==> src/rtl/pipe_pkg.sv <==
// Shared definitions for the pipeline stage registers.
package pipe_pkg;

  // Stage occupancy: nothing held, main entry held, main and skid entries held.
  typedef enum logic [1:0] {
    ST_EMPTY = 2'd0,
    ST_BUSY  = 2'd1,
    ST_FULL  = 2'd2
  } pipe_state_e;

  localparam int unsigned PIPE_CTRL_W = 16;
  localparam int unsigned PIPE_DATA_W = 32;

  // Bubble control pattern: every enable deasserted.
  localparam logic [PIPE_CTRL_W-1:0] PIPE_BUBBLE_CTRL = '0;

  // Per-stage bundle widths.
  localparam int unsigned IFID_CTRL_W  = 4;
  localparam int unsigned IFID_DATA_W  = 64;   // PC + instruction
  localparam int unsigned IDEX_CTRL_W  = 16;
  localparam int unsigned IDEX_DATA_W  = 128;  // PC + rs + rt + immediate
  localparam int unsigned EXMEM_CTRL_W = 10;
  localparam int unsigned EXMEM_DATA_W = 64;   // ALU result + store data
  localparam int unsigned MEMWB_CTRL_W = 4;
  localparam int unsigned MEMWB_DATA_W = 32;   // write-back value

endpackage

==> src/rtl/pipe_skid_entry.sv <==
// Holding register for one {ctrl, data} entry. Clear only returns the control
// field to the bubble pattern; the data field keeps its last value.
module pipe_skid_entry
  import pipe_pkg::*;
#(
  parameter int unsigned       CTRL_W      = 16,
  parameter int unsigned       DATA_W      = 32,
  parameter logic [CTRL_W-1:0] BUBBLE_CTRL = '0
) (
  input  logic              clk_i,
  input  logic              rst_ni,
  input  logic              load_i,
  input  logic              clear_i,
  input  logic [CTRL_W-1:0] ctrl_i,
  input  logic [DATA_W-1:0] data_i,
  output logic [CTRL_W-1:0] ctrl_o,
  output logic [DATA_W-1:0] data_o
);

  logic [CTRL_W-1:0] ctrl_q;
  logic [DATA_W-1:0] data_q;

  // Control field: clear wins over load.
  always_ff @(posedge clk_i or negedge rst_ni) begin
    if (!rst_ni)      ctrl_q <= BUBBLE_CTRL;
    else if (clear_i) ctrl_q <= BUBBLE_CTRL;
    else if (load_i)  ctrl_q <= ctrl_i;
  end

  // Data field: not touched by clear, and never loaded in a clearing cycle.
  always_ff @(posedge clk_i or negedge rst_ni) begin
    if (!rst_ni)                 data_q <= '0;
    else if (load_i && !clear_i) data_q <= data_i;
  end

  assign ctrl_o = ctrl_q;
  assign data_o = data_q;

endmodule

==> src/rtl/pipe_stage_reg.sv <==
// Flow-controlled pipeline stage register with flush-to-bubble.
// Build option PIPE_STAGE_SKID_EN: adds a skid entry and a registered In_Ready.
//
//   state    | meaning
//   EMPTY    | nothing held, Out_Valid=0
//   BUSY     | main entry held and presented
//   FULL     | main presented, skid holds the next entry (skid build only)
module pipe_stage_reg
  import pipe_pkg::*;
#(
  parameter int unsigned       DATA_W      = 32,
  parameter int unsigned       CTRL_W      = 16,
  parameter logic [CTRL_W-1:0] BUBBLE_CTRL = {CTRL_W{1'b0}},
  parameter int unsigned       CNT_W       = 16
) (
  input  logic              Clk,
  input  logic              Reset_n,
  input  logic              Flush,
  input  logic              In_Valid,
  output logic              In_Ready,
  input  logic [CTRL_W-1:0] In_Ctrl,
  input  logic [DATA_W-1:0] In_Data,
  output logic              Out_Valid,
  input  logic              Out_Ready,
  output logic [CTRL_W-1:0] Out_Ctrl,
  output logic [DATA_W-1:0] Out_Data,
  output logic [CNT_W-1:0]  Stall_Count
);

  pipe_state_e       state_q, state_d;
  logic              accept;
  logic              main_load;
  logic [CTRL_W-1:0] main_ctrl_d, main_ctrl_q;
  logic [DATA_W-1:0] main_data_d, main_data_q;
  logic [CNT_W-1:0]  stall_cnt_q, stall_cnt_d;

  assign Out_Valid = (state_q != ST_EMPTY);
  assign accept    = In_Valid & In_Ready;

  // State register.
  always_ff @(posedge Clk or negedge Reset_n) begin
    if (!Reset_n) state_q <= ST_EMPTY;
    else          state_q <= state_d;
  end

`ifdef PIPE_STAGE_SKID_EN
  logic              skid_load;
  logic              main_from_skid;
  logic              in_ready_q;
  logic [CTRL_W-1:0] skid_ctrl_q;
  logic [DATA_W-1:0] skid_data_q;

  // Next state and entry routing; flush discards everything including a same-cycle accept.
  always_comb begin
    state_d        = state_q;
    main_load      = 1'b0;
    skid_load      = 1'b0;
    main_from_skid = 1'b0;
    if (Flush) begin
      state_d = ST_EMPTY;
    end else begin
      case (state_q)
        ST_EMPTY: if (accept) begin
          state_d   = ST_BUSY;
          main_load = 1'b1;
        end
        ST_BUSY: begin
          if (accept && Out_Ready) begin
            main_load = 1'b1;
          end else if (accept) begin
            state_d   = ST_FULL;
            skid_load = 1'b1;
          end else if (Out_Ready) begin
            state_d = ST_EMPTY;
          end
        end
        ST_FULL: if (Out_Ready) begin
          state_d        = ST_BUSY;
          main_load      = 1'b1;
          main_from_skid = 1'b1;
        end
        default: state_d = ST_EMPTY;
      endcase
    end
  end

  // In_Ready comes straight from a flop, so Out_Ready never reaches it combinationally.
  always_ff @(posedge Clk or negedge Reset_n) begin
    if (!Reset_n) in_ready_q <= 1'b1;
    else          in_ready_q <= (state_d != ST_FULL);
  end

  assign In_Ready    = in_ready_q;
  assign main_ctrl_d = main_from_skid ? skid_ctrl_q : In_Ctrl;
  assign main_data_d = main_from_skid ? skid_data_q : In_Data;

  pipe_skid_entry #(
    .CTRL_W      (CTRL_W),
    .DATA_W      (DATA_W),
    .BUBBLE_CTRL (BUBBLE_CTRL)
  ) u_skid (
    .clk_i   (Clk),
    .rst_ni  (Reset_n),
    .load_i  (skid_load),
    .clear_i (Flush),
    .ctrl_i  (In_Ctrl),
    .data_i  (In_Data),
    .ctrl_o  (skid_ctrl_q),
    .data_o  (skid_data_q)
  );
`else
  // Next state for the single-register build; flush has priority.
  always_comb begin
    state_d   = state_q;
    main_load = 1'b0;
    if (Flush) begin
      state_d = ST_EMPTY;
    end else if (accept) begin
      state_d   = ST_BUSY;
      main_load = 1'b1;
    end else if (Out_Ready) begin
      state_d = ST_EMPTY;
    end
  end

  assign In_Ready    = !Out_Valid | Out_Ready;
  assign main_ctrl_d = In_Ctrl;
  assign main_data_d = In_Data;
`endif

  pipe_skid_entry #(
    .CTRL_W      (CTRL_W),
    .DATA_W      (DATA_W),
    .BUBBLE_CTRL (BUBBLE_CTRL)
  ) u_main (
    .clk_i   (Clk),
    .rst_ni  (Reset_n),
    .load_i  (main_load),
    .clear_i (Flush),
    .ctrl_i  (main_ctrl_d),
    .data_i  (main_data_d),
    .ctrl_o  (main_ctrl_q),
    .data_o  (main_data_q)
  );

  // Saturating count of cycles where a valid entry is held back by downstream.
  always_comb begin
    stall_cnt_d = stall_cnt_q;
    if (Out_Valid && !Out_Ready && (stall_cnt_q != {CNT_W{1'b1}}))
      stall_cnt_d = stall_cnt_q + 1'b1;
  end

  // Stall counter register; only reset clears it.
  always_ff @(posedge Clk or negedge Reset_n) begin
    if (!Reset_n) stall_cnt_q <= '0;
    else          stall_cnt_q <= stall_cnt_d;
  end

  assign Out_Ctrl    = Out_Valid ? main_ctrl_q : BUBBLE_CTRL;
  assign Out_Data    = main_data_q;
  assign Stall_Count = stall_cnt_q;

endmodule

==> config.mk <==
export PLATFORM = sky130hd
export DESIGN_NAME = pipe_stage_reg
export DESIGN_NICKNAME = d
export VERILOG_FILES = /design/src/rtl/pipe_pkg.sv /design/src/rtl/pipe_skid_entry.sv /design/src/rtl/pipe_stage_reg.sv
export SDC_FILE = /design/constraint.sdc
export NUM_CORES = 1
export LEC_CHECK = 0
export ABC_AREA = 1
export ABC_CLOCK_PERIOD_IN_PS = 1510
export CAP_MARGIN = 25
export CORE_AREA = 2 2 88 90
export DETAILED_ROUTE_END_ITERATION = 7
export DIE_AREA = 0 0 90 92
export GPL_TIMING_DRIVEN = 0
export PLACE_DENSITY = 0.79
export SLEW_MARGIN = 20
export SYNTH_ARGS = -nofsm -noshare
export SYNTH_HDL_FRONTEND = slang
export SYNTH_SLANG_ARGS = --single-unit
==> constraint.sdc <==
create_clock -name Clk -period 1.51 [get_ports Clk]
set_input_delay 0.302 -clock Clk [delete_from_list [all_inputs] [get_ports Clk]]
set_output_delay 0.302 -clock Clk [all_outputs]
set_load 0.02 [all_outputs]
After elaboration in Yosys (flattened, before gate mapping)
Cells that the tools add are included.
{ "op_classes": {"n_addsub": 1, "eq_ne": 1, "muxes": 8, "n_bitwise": 2, "reduce_logical": 9} }
{ "op_table": {"columns": ["op", "count"], "rows": [
  ["$mux W16", 3],
  ["$add A16 B1 Y16 const B", 1],
  ["$ne A16 B16 Y1 const B", 1],
  ["$mux W2", 3],
  ["$reduce_bool A2 Y1", 2],
  ["$logic_and A1 B1 Y1", 3],
  ["$logic_not A1 Y1", 3],
  ["$reduce_bool A3 Y1", 1],
  ["$mux W1", 2],
  ["$and A1 B1 Y1", 1],
  ["$or A1 B1 Y1", 1]
]} }
{ "word_totals": {"reg_bits": 66, "input_bits": 53, "elab_cells": 25} }

Longest topological paths before layout
{ "depth": {"word_depth": 8, "depth_mapped": 9} }

Hierarchy
A second synthesis with hierarchy kept.
{ "unflattened": {"cells_unflattened": 396, "area_unflattened_um2": 3075.4} }
{ "by_module_without_submodules": {"columns": ["module", "instances", "cells_each", "area_each_um2"], "rows": [
  ["pipe_skid_entry", 1, 209, 1886.8],
  ["pipe_stage_reg", 1, 187, 1188.6]
]} }

Worst setup path after synthesis
No wires, ideal clock.
{ "synth_path": {"path_kind": "register to register", "startpoint": "reg stall_cnt_q[1] (netlist: Stall_Count[1])", "endpoint": "reg stall_cnt_q[8] (netlist: Stall_Count[8])", "arrival_time_ps": 1382, "slack_ps": 11, "path_stages_with_launch": 10, "synth_period_minus_slack_ps": 1499, "cell_sequence": "dfrtp_1 -> ha_1 -> nand2_1 -> nor2_2 -> nand2_2 -> nor2_4 -> nor2_2 -> buf_6 -> nand2_1 -> nand2_1"} }
{ "synth_between": {"elab_chain_cells": 2, "word_cells_on_any_way": 3, "cone_classes": "add/sub: 1; eq/ne: 1; reduce/logical: 1"} }
{ "synth_lines": {"columns": ["element", "line", "text"], "rows": [
  ["start: declaration", "pipe_stage_reg.sv:35", "logic [CNT_W-1:0] stall_cnt_q, stall_cnt_d;"],
  ["start signal: assignment", "pipe_stage_reg.sv:156", "else stall_cnt_q <= stall_cnt_d;"],
  ["branches (longest 2 deep; another with $add A16 B1 Y16)", null, null]
]} }
Parallel ways; which one is timed is not known.
A chain may end at the register's enable or synchronous reset.

Final worst setup path
{ "layout_path": {"startpoint": "reg state_q[0]", "endpoint": "out Out_Ctrl[11]"} }
{ "layout_between": {"elab_chain_cells": 2} }
{ "layout_lines": {"columns": ["element", "line", "text"], "rows": [
  ["start: declaration", "pipe_stage_reg.sv:30", "pipe_state_e state_q, state_d;"],
  ["start signal: assignment", "pipe_stage_reg.sv:43", "else state_q <= state_d;"],
  ["$reduce_bool A2 Y1", "pipe_stage_reg.sv:37", "assign Out_Valid = (state_q != ST_EMPTY);"],
  ["$mux W16", "pipe_stage_reg.sv:159", "assign Out_Ctrl = Out_Valid ? main_ctrl_q : BUBBLE_CTRL;"],
  ["end: declaration", "pipe_stage_reg.sv:25", "output logic [CTRL_W-1:0] Out_Ctrl,"]
]} }
No other way between the ends.

==> results.rst <==
.. list-table::
   :header-rows: 1

   * - Metric
     - Value
   * - Outcome
     - complete, but fails checks
   * - Violated checks
     - negative setup slack
   * - Final setup violation count
     - 26
   * - Peak per-stage delay on the critical path
     - 0.39 ns
   * - Routed met1 length
     - 3.515 mm
   * - Psw
     - 1652 µW
   * - Least setup slack across all paths after layout
     - -0.1102 ns
   * - Sequential Power Share
     - 41.4%
   * - Net Sw Frac
     - 31.77%
   * - Clock Sink Count
     - 65
   * - Summed instance area of the synthesized netlist
     - 0.003159 mm²
   * - Drt first-iter violations
     - 91
   * - Yosys reg bits
     - 65
   * - CTS tree
     - done
   * - Met3 layer wire length in the routed design
     - 537 µm
   * - Peak fanout along the critical path
     - 5
   * - Sequence of cells on the critical path
     - buf_6 -> clkbuf_16 -> buf_6 -> nand2_4 -> inv_2 -> buf_6
   * - Die outline width
     - 90 µm
   * - Unrepaired setup endpoints after global routing
     - yes
   * - Most frequent CP cell
     - sky130_fd_sc_hd__buf_6
   * - Remaining antenna violation count after routing
     - 0
   * - CP Buf/Inv Count
     - 5
   * - Master of the slowest instance on the critical path
     - sky130_fd_sc_hd__dfrtp_1
   * - Reported leakage power
     - 0.002668 µW
   * - GRT overflow
     - 0
   * - Sort of element at the start of the critical path
     - flop
   * - Total I/O pin count
     - 119
   * - Number of distinct library cell variants in the gate-level netlist after synthesis
     - 28
   * - Number of warning messages in the yosys log
     - 0
   * - Number of port buffers
     - 118
   * - Max Clock Freq
     - 617.2 MHz
   * - Initial antenna violation count
     - 0
   * - Worst Max-Slew Pin Slew
     - 0.5949 ns
   * - CTS clock-pin slew for the worst setup and hold paths
     - 0.08 ns
   * - Share of the synthesized area in the top cell type
     - 51.49%
   * - Nature of the critical path endpoint
     - primary output
   * - Filler-free cell count of the finished design
     - 649
   * - Endpoint arrival time on the critical path
     - 1.32 ns
   * - HPWL after DPL
     - 5.853 mm
   * - Total negative slack
     - -0.9973 ns
   * - Effective utilization at floorplan
     - 42.42%
   * - Kind of path behind the tightest hold check
     - in2async
   * - Height of the chip
     - 92 µm
   * - Footprint of the flip-flops and latches
     - 0.001629 mm²
   * - CTS Root Cell
     - sky130_fd_sc_hd__clkbuf_8
   * - Final Cycle Share
     - 107.3%
   * - Share of the yosys chip area belonging to registers
     - 51.49%
   * - Fraction of final layout cells with drive strength greater than 1
     - 21.76%
   * - TritonCTS Buffers
     - 9
   * - Required time at the worst-slack endpoint
     - 1.21 ns
   * - Internal Power
     - 3548 µW
   * - Utilization after layout
     - 66.99%
   * - Classification of the worst setup path
     - reg2out
   * - Yosys top cell by area
     - sky130_fd_sc_hd__dfrtp_1
   * - Area of the die
     - 0.008280 mm²
   * - Final slew viol count
     - 0
   * - Peak supply drop
     - 579.8 µV
   * - Net Count, Synth
     - 453
   * - Synth top area cells
     - sky130_fd_sc_hd__dfrtp_1 (51%), sky130_fd_sc_hd__nand2_1 (13%), sky130_fd_sc_hd__inv_1 (10%)
   * - Worst max-slew margin expressed relative to the limit
     - 60.34%
   * - Highest layer used for signal routing
     - met4
   * - Per-cell routed wire length
     - 12.97 µm
   * - Maximum number of pins on one net before global-route repair
     - 38
   * - Logic pwr share
     - 25.7%
   * - Ant diodes
     - 0
   * - Number of global-route vias before repair
     - 3037
   * - Worst-case clock skew
     - 0.01140 ns
   * - Total number of placement rows
     - 32
   * - Final Instance Area
     - 0.004989 mm²
   * - Via count
     - 3002
   * - Number of failing hold endpoints at the final stage
     - 0
   * - Router iterations before antenna repair
     - 4
   * - Detailed-route wire length
     - 8.415 mm
   * - Multi-input gate area in the final layout
     - 0.001262 mm²
   * - Largest delay share family, worst path
     - buffers and inverters
   * - Avg Vias per Cell
     - 4.626
   * - Core Footprint
     - 0.007447 mm²
   * - Placement-stage cell area
     - 0.004486 mm²
   * - Global-route wire length before repair
     - 13.44 mm
   * - Layout Area Growth over Synthesis
     - 57.90%
   * - Mean cell area of the mapped netlist
     - 7.918 µm²
   * - Maximum buffer depth of the clock tree
     - 2
   * - Routability congestion estimate
     - 0.8355
   * - Power density cells
     - 1042 mW/mm²
   * - Dpl cells
     - 620
   * - Number of violations of the max-capacitance limit
     - 0
   * - Clock latency at the later pin of the worst-skew pair
     - 0.34 ns
   * - H-tree depth
     - 3
   * - Drt drc
     - 0
   * - GRT Overall Usage
     - 20.00%
   * - Amount of wire on met2 after detailed routing
     - 4.206 mm
   * - Crit path time final
     - 1.620 ns
   * - Nets
     - 596
   * - Clock share of power
     - 32.9%
   * - Synthesized netlist cell count
     - 399
   * - FILL cells
     - 611
-- synthesized netlist by cell type --
| library cell | number |
|---|---|
| sky130_fd_sc_hd__a21oi_1 | 1 |
| sky130_fd_sc_hd__and2_1 | 1 |
| sky130_fd_sc_hd__buf_2 | 4 |
| sky130_fd_sc_hd__buf_4 | 5 |
| sky130_fd_sc_hd__buf_6 | 1 |
| sky130_fd_sc_hd__clkbuf_1 | 2 |
| sky130_fd_sc_hd__clkbuf_2 | 1 |
| sky130_fd_sc_hd__dfrtp_1 | 65 |
| sky130_fd_sc_hd__ha_1 | 1 |
| sky130_fd_sc_hd__inv_1 | 84 |
| sky130_fd_sc_hd__inv_2 | 2 |
| sky130_fd_sc_hd__inv_4 | 2 |
| sky130_fd_sc_hd__nand2_1 | 111 |
| sky130_fd_sc_hd__nand2_2 | 3 |
| sky130_fd_sc_hd__nand2_4 | 1 |
| sky130_fd_sc_hd__nand3_1 | 25 |
| sky130_fd_sc_hd__nand3_2 | 1 |
| sky130_fd_sc_hd__nand3_4 | 1 |
| sky130_fd_sc_hd__nand4_1 | 7 |
| sky130_fd_sc_hd__nor2_1 | 15 |
| sky130_fd_sc_hd__nor2_2 | 4 |
| sky130_fd_sc_hd__nor2_4 | 2 |
| sky130_fd_sc_hd__nor2_8 | 1 |
| sky130_fd_sc_hd__o21ai_0 | 17 |
| sky130_fd_sc_hd__o21ai_1 | 34 |
| sky130_fd_sc_hd__o21ai_2 | 3 |
| sky130_fd_sc_hd__xnor2_1 | 2 |
| sky130_fd_sc_hd__xor2_1 | 3 |
-- path summary, 6_finish.rpt --
path	depth (start not counted)	end	startpoint	slack, ns
max reg2reg	9	u_main.ctrl_o[2]	state_q[0]	-0.06
min in group Clk	2	u_main.data_o[23]	u_main.data_o[23]	0.49
max	6	Out_Ctrl[11]	state_q[0]	-0.11
min reg2reg	2	u_main.data_o[23]	u_main.data_o[23]	0.49
max in group asynchronous	3	u_main.ctrl_o[10]	Reset_n	0.49
min	2	u_main.data_o[5]	Reset_n	0.46
-- kinds of logic after synthesis --
kind of cell | after synthesis | share of synthesized area, %
flops | 65 | 51.49
fa+ha+maj | 1 | 0.3960
compound gates | 55 | 9.069
simple gates | 172 | 24.48
xor+xnor | 5 | 1.386
buf+inv | 101 | 13.19
-- cell usage in the layout, fill, tap and decap left out, drive strengths merged, types with 3 or more instances in the layout --
cell type      Yosys  layout
nor2              22      22
xor2               3       3
buf               10      42
clkdlybuf4s50      0      51
dfrtp             65      65
clkbuf             3      12
nand4              7       7
o21ai             54      54
inv               88      89
nand3             27      27
nand2            115     115
dlygate4sd2        0      49
-- state kept, by name, indices dropped and copies added, names as in the netlist --
signal and cells:
Stall_Count 16, u_main.ctrl_o 16, state_q 1, u_main.data_o 32
-- repair_timing --
| action | in CTS | in global routing |
|---|---|---|
| gates resized for setup | 166 | 71 |
| setup endpoints to repair | 74 | 64 |
| buffers inserted | 7 | 3 |
| pin swaps | 1 | 0 |
| gates cloned | 1 | 2 |
| hold endpoints to repair | 36 | 0 |
| hold buffers | 1 | 0 |
-- worst register-to-register path: cells and delay by family (launching register included) --
family	cells	cell delay, ns
compound gates	2	0.35
simple gates	2	0.11
flops	1	0.39
buf+inv	5	0.64
-- metrics by stage --
stage / hold WS [ns] / total power (µW) / setup slack (ns)
after floorplan: 0.006409 / 2760 / 0.01079
after global placement: 0.4716 / 3425 / -2.031
after detailed placement: 0.3021 / 3474 / -0.4802
after CTS: 0.4747 / 5096 / -0.1363
after global routing: 0.4991 / 5437 / -0.1573
final: 0.4633 / 5199 / -0.1102
-- power by group through the flow --
stage | clock network (µW) | logic [µW] | registers [µW]
after floorplan | 0 | 393 | 2370
after global placement | 0 | 1270 | 2160
after detailed placement | 0 | 1310 | 2170
after CTS | 1730 | 1230 | 2140
after global routing | 1810 | 1450 | 2180
final | 1710 | 1330 | 2150
-- final cells by class --
class	instances	share of cell area, %
multi-input combinational	233	25.31
sequential	65	32.66
inverter	88	6.772
tap	102	2.558
buffer	13	2.985
timing repair buffer	132	25.16
clock inverter	6	1.806
clock buffer	10	2.759
-- per-layer routing --
| metal | GRT usage [%] | up-vias |
|---|---|---|
| met1 | 23.00 | 1388 |
| met3 | 5.998 | 16 |
| met2 | 35.03 | 101 |
| met4 | 7.949 | 0 |
| met5 | 0 | - |
| li1 | - | 1497 |
Note: power is estimated with default switching activity, not from simulation.
==> RTL change, RTL diff (same settings) <==
Encoding of `pipe_state_e`: now one-hot (3 bits for 3 states).
--- a/src/rtl/pipe_pkg.sv
+++ b/src/rtl/pipe_pkg.sv
@@ -4,6 +4,6 @@
   // Stage occupancy: nothing held, main entry held, main and skid entries held.
-  typedef enum logic [1:0] {
-    ST_EMPTY = 2'd0,
-    ST_BUSY  = 2'd1,
-    ST_FULL  = 2'd2
+  typedef enum logic [2:0] {
+    ST_EMPTY = 3'b001,
+    ST_BUSY  = 3'b010,
+    ST_FULL  = 3'b100
   } pipe_state_e;
Formal check against the unedited RTL: no difference found for any inputs over 10 cycles, from zero or initial values and one cycle with Reset_n low; not proved beyond that.
==> RTL change against the unedited design <==
The flow still finishes with violations (setup timing). Setup slack got worse by 0.090 ns. Wire length grew 7.3%. Via count is 1.3% higher. Final area grew 2.2%. Largest power group unchanged. Power increased by 0.64%. Area after synthesis is 3.5% lower. Sequential cell count up 1. Critical endpoint is now Out_Ctrl[10]. Non-clock buffer count increased by 5.
==> RTL change: results (changes against the unedited design) <==
Largest cells by area after synthesis: dfrtp_1 (53%), nand2_1 (23%), inv_1 (4.1%)
DR pass1 iterations: 5 (+1)
ANT cells: 0 (unchanged)
Layout Skew: 0.00990 ns (-0.00150 ns)
Drt wl/cell: 14.0 um (+7.9%)
Routed WL: 9030 um (+7.3%)
Clk Latency, worst-skew pair: 0.34 ns (about the same)
H-tree levels: 3 (unchanged)
Seq/Total Area, Yosys: 54.2% (+2.7 points)
Number of global-route vias before repair: 3078 (+1.4%)
Mux contribution to synthesized area: 0% (unchanged)
Post-synth top cells: nand2_1 (187), dfrtp_1 (65), inv_1 (33)
CTS buffer count: 9 (unchanged)
Mapped Cells: 389 (-2.5%)
WP data arrival: 1.41 ns (+0.09 ns)
Ys async rst share: 100% (unchanged)
Hpwl dp: 5940 um (+1.5%)
Compound-Gate Fraction of Synth Area: 3.45% (-5.6 points)
Placed insts: 610 (-1.6%)
DR vias: 3042 (+1.3%)
GPL Wtd Cong: 0.936 (+12%)
Fillers: 589 (-3.6%)
Post-route cell area: 5100 sq um (+2.2%)
Final setup margin: -0.201 ns (-0.0904 ns)
Antenna violations before repair: 0 (unchanged)
Area post-placement: 4380 sq um (-2.3%)
Gr usage total: 21.9% (+1.9 points)
R2R cell count: 9 (unchanged)
Setup Viol. Count Final: 58 (+120%)
Synth Area in XOR/XNOR: 1.15% (-0.24 points)
CP Max Fanout: 5 (unchanged)
Violated checks: setup timing
Post-placement setup slack: -0.488 ns (-0.00746 ns)
CTS clock-pin slew for the worst setup and hold paths: 0.07 ns
Yosys cell types: 22 (-21%)
Share of cells above drive strength 1: 21.5% (-0.21 points)
DR iter-0 viols: 144 (+58%)
Pin count of the biggest net entering global routing: 58 (+53%)
Root Driver: clkbuf_8
Net Count, Synth: 443 (-2.2%)
IO buf count: 118 (unchanged)
Worst Max-Slew Pin Slew: 0.295 ns (-0.300 ns)
Status: finished, violations left
First-pass GRT wire length: 14500 um (+8.0%)
NumNets Final: 594 (-0.34%)
Setup tns final: -4.22 ns (-3.22 ns)
VDD IR max: 0.671 mV (+16%)
P_leak: 2.53 nW (-5.0%)
Synth Area in Adders: 0.411% (+0.014 points)
## RTL change: cell types whose count changed in the layout (fill, tap and decap cells not counted), moves of 4 or more
cell	change
nor2_4	+19
inv_2	-7
inv_1	-43
o21ai_1	-40
nand3_2	-9
nand2_1	+87
buf_8	+4
nand3b_1	+4
nand2_2	-8
buf_6	-4
o21ai_0	+11
nand3_1	-11
## RTL change: power breakdown
| part | internal (W) | switching, W | leakage (nW) |
|---|---|---|---|
| Combinational | 0.000696 | 0.000838 | 1.59 |
| Sequential | 0.00200 | 0.000196 | 0.848 |
| Clock | 0.000836 | 0.000666 | 0.0946 |
| Total | 0.00353 | 0.00170 | 2.53 |
## RTL change: path summary, 6_finish.rpt
kind,to,slack [ns],from
worst min register to register,u_main.data_o[20]$_DFFE_PN0P_,0.48,u_main.data_o[20]$_DFFE_PN0P_
max in group asynchronous,state_q[0]$_DFFE_PN1P_,0.58,Reset_n
worst min-delay path,u_main.ctrl_o[10]$_DFFE_PN0P_,0.36,Reset_n
worst max register to register,u_main.ctrl_o[15]$_DFFE_PN0P_,-0.08,state_q[0]$_DFFE_PN1P_
worst max-delay path,Out_Ctrl[10],-0.20,state_q[0]$_DFFE_PN1P_
min in group Clk,u_main.data_o[20]$_DFFE_PN0P_,0.48,u_main.data_o[20]$_DFFE_PN0P_
## RTL change: area by class of cell
class	instances	area share (%)
plain buffers	11	2.72
clock buffers	12	3.04
clock inverters	2	0.736
inverters	38	3.04
multi-input cells	275	27.6
flip-flops and latches	66	32.5
well taps	102	2.50
repair buffers	139	27.9
## RTL change: timing repair
action | in CTS | in global routing
cloned | 2 | 3
resized for setup | 205 | 56
hold buffers | 1 | 0
endpoints found under the hold margin | 9 | 0
pin swaps | 2 | 6
endpoints found under the setup margin | 89 | 83
buffers inserted | 7 | 8
## RTL change: cells by family after synthesis
| group | Yosys count |
|---|---|
| DFF | 66 |
| xor gates and xnor gates | 4 |
| buffers and inverters | 49 |
| and+or+nand+nor | 248 |
| AOI/OAI and AO/OA | 21 |
| adders and majority gates | 1 |
## RTL change: worst max-delay path, cell delays in order (launching register included)
cell and delay (ns):
dfstp_2 0.57, nand2_4 0.09, inv_8 0.09, clkbuf_16 0.16, nor2_4 0.04, buf_6 0.12
## RTL change: routing by layer
metal  part of all wire [%]  global-route usage, %  wire length (um)  vias to the layer above
li1                       -                      -                 -                     1482
met4                    1.9                   8.08               172                        0
met3                    6.3                   6.16               568                       17
met1                     40                   26.3              3610                     1441
met5                      0                      0                 0                        -
met2                     52                   37.6              4670                      102
